--- src/rtl/alu_result_sink_if.sv ---
// Handshake and bus bundle between the control unit/ALU, the result sink and the datapath bus.
// The master drives the ALU result and bus-ready; the slave (the sink) drives ready and the bus beat.
interface alu_result_sink_if #(
  parameter int DATA_W = 32
);
  logic              iValid;
  logic              oReady;
  logic [DATA_W-1:0] iC_hi;
  logic [DATA_W-1:0] iC_lo;
  logic              iZero;
  logic              iNeg;
  logic              iWide;
  logic [DATA_W-1:0] oBus;
  logic              oBusValid;
  logic              iBusReady;

  modport master (
    output iValid, iC_hi, iC_lo, iZero, iNeg, iWide, iBusReady,
    input  oReady, oBus, oBusValid
  );

  modport slave (
    input  iValid, iC_hi, iC_lo, iZero, iNeg, iWide, iBusReady,
    output oReady, oBus, oBusValid
  );
endinterface

--- src/rtl/alu_result_sink.sv ---
// Registered sink for the ALU result: captures one result, drains it as LO (then HI) bus beats.
// Optional macro ALU_SINK_PIPE_EN lets a new result be captured while the final beat is accepted.
module alu_result_sink #(
  parameter int DATA_W  = 32,
  parameter int TIMEOUT = 16
) (
  input  logic              iClk,
  input  logic              iRst,
  alu_result_sink_if.slave  bus,
  output logic [DATA_W-1:0] oHI,
  output logic [DATA_W-1:0] oLO,
  output logic              oFlagZ,
  output logic              oFlagN,
  output logic              oDone,
  output logic              oErr
);

  localparam int CW = (TIMEOUT > 0) ? $clog2(TIMEOUT + 1) : 1;
  localparam logic [CW-1:0] CNT_LAST = (TIMEOUT > 0) ? CW'(TIMEOUT - 1) : '0;

  typedef enum logic [1:0] {
    IDLE    = 2'd0,
    XFER_LO = 2'd1,
    XFER_HI = 2'd2
  } state_t;

  state_t            state_q, state_d;
  logic [DATA_W-1:0] zhi_q, zhi_d;
  logic [DATA_W-1:0] zlo_q, zlo_d;
  logic              wide_q, wide_d;
  logic              flag_z_q, flag_z_d;
  logic              flag_n_q, flag_n_d;
  logic [DATA_W-1:0] hi_q, hi_d;
  logic [DATA_W-1:0] lo_q, lo_d;
  logic [CW-1:0]     cnt_q, cnt_d;
  logic              done_q, done_d;
  logic              err_q, err_d;
  logic [DATA_W-1:0] bus_q, bus_d;
  logic              bus_vld_q, bus_vld_d;

  logic final_beat;
  logic ready;
  logic capture;
  logic timeout_hit;

  assign final_beat  = (state_q == XFER_HI) || ((state_q == XFER_LO) && !wide_q);
  assign timeout_hit = (TIMEOUT > 0) && (cnt_q == CNT_LAST);

`ifdef ALU_SINK_PIPE_EN
  // Combinational iBusReady -> oReady path: the slot frees up the cycle the last beat is taken.
  assign ready = (state_q == IDLE) || (final_beat && bus.iBusReady);
`else
  assign ready = (state_q == IDLE);
`endif

  assign capture = bus.iValid && ready;

  always_comb begin
    state_d  = state_q;
    zhi_d    = zhi_q;
    zlo_d    = zlo_q;
    wide_d   = wide_q;
    flag_z_d = flag_z_q;
    flag_n_d = flag_n_q;
    hi_d     = hi_q;
    lo_d     = lo_q;
    cnt_d    = cnt_q;
    done_d   = 1'b0;
    err_d    = 1'b0;

    case (state_q)
      XFER_LO: begin
        if (bus.iBusReady) begin
          cnt_d = '0;
          if (wide_q) begin
            lo_d    = zlo_q;
            state_d = XFER_HI;
          end else begin
            done_d  = 1'b1;
            state_d = IDLE;
          end
        end else if (timeout_hit) begin
          cnt_d   = '0;
          err_d   = 1'b1;
          state_d = IDLE;
        end else begin
          cnt_d = cnt_q + 1'b1;
        end
      end
      XFER_HI: begin
        if (bus.iBusReady) begin
          cnt_d   = '0;
          hi_d    = zhi_q;
          done_d  = 1'b1;
          state_d = IDLE;
        end else if (timeout_hit) begin
          cnt_d   = '0;
          err_d   = 1'b1;
          state_d = IDLE;
        end else begin
          cnt_d = cnt_q + 1'b1;
        end
      end
      default: begin
        cnt_d = '0;
      end
    endcase

    // Capture overrides the IDLE return so a pipelined result starts its LO beat directly.
    if (capture) begin
      zhi_d    = bus.iC_hi;
      zlo_d    = bus.iC_lo;
      wide_d   = bus.iWide;
      flag_z_d = bus.iZero;
      flag_n_d = bus.iNeg;
      cnt_d    = '0;
      state_d  = XFER_LO;
    end

    // Bus beat is registered from the next state so it is stable while the bus stalls.
    bus_vld_d = (state_d != IDLE);
    case (state_d)
      XFER_LO: bus_d = zlo_d;
      XFER_HI: bus_d = zhi_d;
      default: bus_d = '0;
    endcase
  end

  always_ff @(posedge iClk) begin
    if (iRst) begin
      state_q   <= IDLE;
      zhi_q     <= '0;
      zlo_q     <= '0;
      wide_q    <= 1'b0;
      flag_z_q  <= 1'b0;
      flag_n_q  <= 1'b0;
      hi_q      <= '0;
      lo_q      <= '0;
      cnt_q     <= '0;
      done_q    <= 1'b0;
      err_q     <= 1'b0;
      bus_q     <= '0;
      bus_vld_q <= 1'b0;
    end else begin
      state_q   <= state_d;
      zhi_q     <= zhi_d;
      zlo_q     <= zlo_d;
      wide_q    <= wide_d;
      flag_z_q  <= flag_z_d;
      flag_n_q  <= flag_n_d;
      hi_q      <= hi_d;
      lo_q      <= lo_d;
      cnt_q     <= cnt_d;
      done_q    <= done_d;
      err_q     <= err_d;
      bus_q     <= bus_d;
      bus_vld_q <= bus_vld_d;
    end
  end

  assign bus.oReady    = ready;
  assign bus.oBus      = bus_q;
  assign bus.oBusValid = bus_vld_q;
  assign oHI           = hi_q;
  assign oLO           = lo_q;
  assign oFlagZ        = flag_z_q;
  assign oFlagN        = flag_n_q;
  assign oDone         = done_q;
  assign oErr          = err_q;

endmodule

--- src/flat_wrapper.sv ---
// flat-port wrapper written by rule: the top's interface ports become plain ports
module alu_result_sink_flat 
#(
  parameter int DATA_W  = 32,
  parameter int TIMEOUT = 16
)
  (iClk, iRst, oHI, oLO, oFlagZ, oFlagN, oDone, oErr, bus_iValid, bus_iC_hi, bus_iC_lo, bus_iZero, bus_iNeg, bus_iWide, bus_iBusReady, bus_oReady, bus_oBus, bus_oBusValid);
  alu_result_sink_if #(.DATA_W(DATA_W)) bus_i ();
  input  logic iClk;
  input  logic iRst;
  output logic [DATA_W-1:0] oHI;
  output logic [DATA_W-1:0] oLO;
  output logic oFlagZ;
  output logic oFlagN;
  output logic oDone;
  output logic oErr;
  input wire logic [$bits(bus_i.iValid)-1:0] bus_iValid;
  input wire logic [$bits(bus_i.iC_hi)-1:0] bus_iC_hi;
  input wire logic [$bits(bus_i.iC_lo)-1:0] bus_iC_lo;
  input wire logic [$bits(bus_i.iZero)-1:0] bus_iZero;
  input wire logic [$bits(bus_i.iNeg)-1:0] bus_iNeg;
  input wire logic [$bits(bus_i.iWide)-1:0] bus_iWide;
  input wire logic [$bits(bus_i.iBusReady)-1:0] bus_iBusReady;
  output wire logic [$bits(bus_i.oReady)-1:0] bus_oReady;
  output wire logic [$bits(bus_i.oBus)-1:0] bus_oBus;
  output wire logic [$bits(bus_i.oBusValid)-1:0] bus_oBusValid;
  assign bus_i.iValid = bus_iValid;
  assign bus_i.iC_hi = bus_iC_hi;
  assign bus_i.iC_lo = bus_iC_lo;
  assign bus_i.iZero = bus_iZero;
  assign bus_i.iNeg = bus_iNeg;
  assign bus_i.iWide = bus_iWide;
  assign bus_i.iBusReady = bus_iBusReady;
  assign bus_oReady = bus_i.oReady;
  assign bus_oBus = bus_i.oBus;
  assign bus_oBusValid = bus_i.oBusValid;
  alu_result_sink #(.DATA_W(DATA_W), .TIMEOUT(TIMEOUT)) u_core (.iClk(iClk), .iRst(iRst), .bus(bus_i), .oHI(oHI), .oLO(oLO), .oFlagZ(oFlagZ), .oFlagN(oFlagN), .oDone(oDone), .oErr(oErr));
endmodule
--- config.mk ---
export PLATFORM = sky130hd
export DESIGN_NAME = alu_result_sink_flat
export DESIGN_NICKNAME = d
export VERILOG_FILES = /design/src/rtl/alu_result_sink_if.sv /design/src/rtl/alu_result_sink.sv /design/src/flat_wrapper.sv
export SDC_FILE = /design/constraint.sdc
export NUM_CORES = 1
export LEC_CHECK = 0
export CAP_MARGIN = 20
export CORE_ASPECT_RATIO = 0.75
export CORE_UTILIZATION = 39
export CTS_BUF_LIST = sky130_fd_sc_hd__clkbuf_2 sky130_fd_sc_hd__clkbuf_4 sky130_fd_sc_hd__clkbuf_8
export DETAILED_ROUTE_END_ITERATION = 10
export PLACE_DENSITY = 0.7
export SLEW_MARGIN = 20
export SYNTH_ARGS = -nofsm -noshare
export SYNTH_HDL_FRONTEND = slang
export SYNTH_SLANG_ARGS = --single-unit
--- constraint.sdc ---
create_clock -name iClk -period 2.72 [get_ports iClk]
set_input_delay 0.544 -clock iClk [delete_from_list [all_inputs] [get_ports iClk]]
set_output_delay 0.544 -clock iClk [all_outputs]
set_load 0.02 [all_outputs]
==> out/results.ini <==
[worst_setup_path]
regToRegStartpoint=u_core.cnt_q[0]
worst_ep_required_time_ps=3090
timing.critical_path.arrival_ps=2940
crit_path_start=u_core.cnt_q[0]
setup_cp_type=reg -> reg
critPathMaxStageDelay_ps=340
crit_path_max_fanout=15
timing.critical_path.cells=ha_1, and3_1, ha_2, nor2b_1, o21a_1, or2_2, ha_1, nor2b_4, nand2_2, buf_8, o22ai_2
critical_path.endpoint_type=register
reg2reg_slack_ps=150
path_common_cell=sky130_fd_sc_hd__ha_1
critical-path-slowest-cell=sky130_fd_sc_hd__dfxtp_1
ff2ff_path_depth=11
critPathLaunchType=register

[pwr]
power_per_cell_area_mw_per_mm2=634.5
peak_supply_drop_v=0.0004144
leakagePower_nw=3.113

[sta]
timing.max_slew.rel_slack_pct=50.58
setup_violations=0
max_clock_skew_ps=12.90
setup_slack_ps=145.1
final.period_utilization_pct=94.66
worst_slew_pin_slew_ps=741.3
finalHoldViolCount=0
max_clock_freq_mhz=388.4
final_period_minus_worst_setup_slack_ps=2575
final-max-slew-violation-count=0

[synthesis]
yosys.area_share.xor_xnor_pct=0.2946
synth_fa_ha_area_share_pct=1.684
synth.distinct_cells=30
mappedNetlistNets=708
sequential_share_of_the_synthesized_area_pct=58.25
synth_compound_gate_area_share_pct=9.891
main_combinational_cell_family_by_area_after_synthesis=simple AND/OR/NAND/NOR gates
synthMuxAreaShare_pct=10.77
synthesis.area_sq_mm=0.005946
simple_logic_cell_fraction_of_the_synthesized_area_pct=15.07
synth.ff_latch_count=173
synth_area_per_inst_sq_um=9.453
postSynthCellCount=629
synth_warnings=0

[floorplan]
top_level_ports=173
core_area_sq_mm=0.01469
floorplan_die_area_sq_mm=0.01575
rows=38
start_util_pct=40.47
dieWidth_um=144.6
die-height_um=108.9

[cells_and_area]
drive_gt1_share_pct=7.768
antenna-diode-count=0
final_net_count=877
fin_util_pct=57.23
areaGrowthSynthToFinish_pct=41.41

[route]
num_vias=4932
dr.first_iter.drc_count=240
detail-route-antenna-nets=0
route.detailed.drc=0
routed_via_density=4.878
firstDrtPassIters=5
wirelength_um=15910
detail_route.wl_per_cell_um=15.73

[clock_tree]
cts_setup_buffers=0
clk_buf_depth=2
cts.sinks=173
cts.clk_slew.worst_paths_ps=90
clk_lat_worst_skew_ps=450
number_of_buffers_inserted_during_clock_tree_synthesis=17
cts_hold_bufs=0
cts-htree-levels=4
clock_tree_from_tritoncts=yes
cell_chosen_for_the_clock_root=sky130_fd_sc_hd__clkbuf_8
cts_repair_resize_count=2

[hold_path]
min_path_type=reg -> reg
min_from=u_core.zhi_q[13]
whs_path_depth=2

[global_routing]
gr-usage-all-layers_pct=20.72
global_route_wire_length_before_repair_um=24670
number_of_global_route_vias_before_repair=4923
gr_ovfl_total=0
grt_antenna_before_repair=0
pin_count_of_the_biggest_net_entering_global_routing=72

[placed_design]
place.detailed.hpwl_um=11250
dp_worst_slack_ps=-157.6
io_buffers=172
gp_routability_congestion=0.8111

[flow_run]
max_cap_violations=0

[outcome]
status=finished, final reports clean

## Yosys cell counts
cell	instances	share of area (%)
sky130_fd_sc_hd__a21boi_0	1	0.13
sky130_fd_sc_hd__a21oi_1	68	5.7
sky130_fd_sc_hd__and2_1	2	0.21
sky130_fd_sc_hd__and3_1	2	0.21
sky130_fd_sc_hd__and4_1	1	0.15
sky130_fd_sc_hd__buf_1	6	0.38
sky130_fd_sc_hd__buf_2	9	0.76
sky130_fd_sc_hd__buf_4	4	0.51
sky130_fd_sc_hd__buf_6	4	0.76
sky130_fd_sc_hd__clkbuf_1	21	1.3
sky130_fd_sc_hd__dfxtp_1	173	58
sky130_fd_sc_hd__ha_1	8	1.7
sky130_fd_sc_hd__inv_1	5	0.32
sky130_fd_sc_hd__mux2i_1	64	11
sky130_fd_sc_hd__nand2_1	138	8.7
sky130_fd_sc_hd__nand2b_1	1	0.11
sky130_fd_sc_hd__nand3_1	2	0.17
sky130_fd_sc_hd__nor2_1	72	4.5
sky130_fd_sc_hd__nor2b_1	2	0.21
sky130_fd_sc_hd__nor3_1	1	0.084
sky130_fd_sc_hd__nor3b_1	2	0.25
sky130_fd_sc_hd__o21a_1	2	0.25
sky130_fd_sc_hd__o21ai_0	2	0.17
sky130_fd_sc_hd__o22ai_1	33	3.5
sky130_fd_sc_hd__o31a_1	1	0.15
sky130_fd_sc_hd__or2_2	1	0.11
sky130_fd_sc_hd__or2b_1	1	0.13
sky130_fd_sc_hd__or4_4	1	0.19
sky130_fd_sc_hd__xnor2_1	1	0.15
sky130_fd_sc_hd__xor2_1	1	0.15
## where the power goes
part	switching [mW]	total [mW]	internal (mW)
registers	0.0494	2.68	2.63
clock network	0.967	2.08	1.11
logic	0.292	0.575	0.283
total	1.31	5.33	4.03
## per-layer routing
metal | vias up | track usage, % | share of wire [%]
met5 | - | 0 | 0
met4 | 0 | 6.992 | 1.7
met1 | 2297 | 25.96 | 45
met2 | 178 | 33.00 | 45
met3 | 27 | 7.466 | 8.4
li1 | 2430 | - | -
## logic make-up (layout without fill, tap and decap cells)
kind of cell | Yosys count | count (layout)
DFF | 173 | 173
and+or+nand+nor | 226 | 226
adders and majority gates | 8 | 8
muxes | 64 | 64
xor gates and xnor gates | 2 | 2
AOI/OAI and AO/OA | 107 | 107
buffers and inverters | 49 | 231
## layout by cell type, fill, tap and decap left out, types with 2 or more instances in the layout
master / n
sky130_fd_sc_hd__mux2i_1: 64
sky130_fd_sc_hd__inv_1: 5
sky130_fd_sc_hd__clkinv_2: 2
sky130_fd_sc_hd__buf_12: 3
sky130_fd_sc_hd__clkinv_4: 4
sky130_fd_sc_hd__clkdlybuf4s50_1: 171
sky130_fd_sc_hd__dfxtp_1: 173
sky130_fd_sc_hd__inv_8: 2
sky130_fd_sc_hd__o22ai_1: 32
sky130_fd_sc_hd__and3_1: 2
sky130_fd_sc_hd__bufinv_16: 5
sky130_fd_sc_hd__inv_6: 2
sky130_fd_sc_hd__nor3b_1: 2
sky130_fd_sc_hd__a21oi_1: 68
sky130_fd_sc_hd__nor2_1: 72
sky130_fd_sc_hd__o21a_1: 2
sky130_fd_sc_hd__nand2_1: 136
sky130_fd_sc_hd__nand2_2: 2
sky130_fd_sc_hd__clkbuf_8: 17
sky130_fd_sc_hd__nand3_1: 2
sky130_fd_sc_hd__buf_8: 2
sky130_fd_sc_hd__o21ai_0: 2
sky130_fd_sc_hd__buf_4: 17
sky130_fd_sc_hd__ha_1: 7
## stage by stage
| step | total power, mW | cell area (sq um) | cells | hold slack, ps | TNS [ps] |
|---|---|---|---|---|---|
| detailed placement | 3.300 | 7899 | 979 | 443.2 | -2947 |
| CTS | 5.360 | 8378 | 1011 | 452.4 | 0 |
| finish | 5.335 | 8408 | 1011 | 448.2 | 0 |
| global placement | 3.283 | 7899 | 979 | 425.7 | -837.0 |
| global route | 5.528 | 8408 | 1011 | 467.8 | -6.565 |
| floorplan | 3.043 | 5946 | 629 | 417.5 | 0 |
## final timing paths
kind / to
max reg2reg: u_core.bus.oBus[16]
max: u_core.bus.oBus[16]
min reg2reg: u_core.oHI[13]
min: u_core.oHI[13]
## worst max-delay path: cells and delay by family (launching register included)
kind,cells,cell delay [ps]
AO/OA/AOI/OAI,2,400
flip-flops,1,340
adder cells (fa/ha/maj),3,720
AND/OR/NAND/NOR,5,860
buffers and inverters,1,170
## sequential cells by signal (all words and copies together), names as in the netlist
name	cells
u_core.state_q	2
u_core.wide_q	1
u_core.cnt_q	5
u_core.oErr	1
u_core.oFlagN	1
u_core.oDone	1
u_core.bus.oBus	32
u_core.bus.oBusValid	1
u_core.zlo_q	32
u_core.oFlagZ	1
u_core.oLO	32
u_core.zhi_q	32
u_core.oHI	32
## cell type report
cell class                      instances  area, sq um
Clock buffer                           17        234.0
Clock inverter                         15        235.2
Fill cell                            1266         6284
Inverter                                5        18.77
Multi-Input combinational cell        407         2266
Sequential cell                       173         3463
Tap cell                              200        250.2
Timing Repair Buffer                  194         1941
No activity file was read; power rests on OpenSTA's default activity.
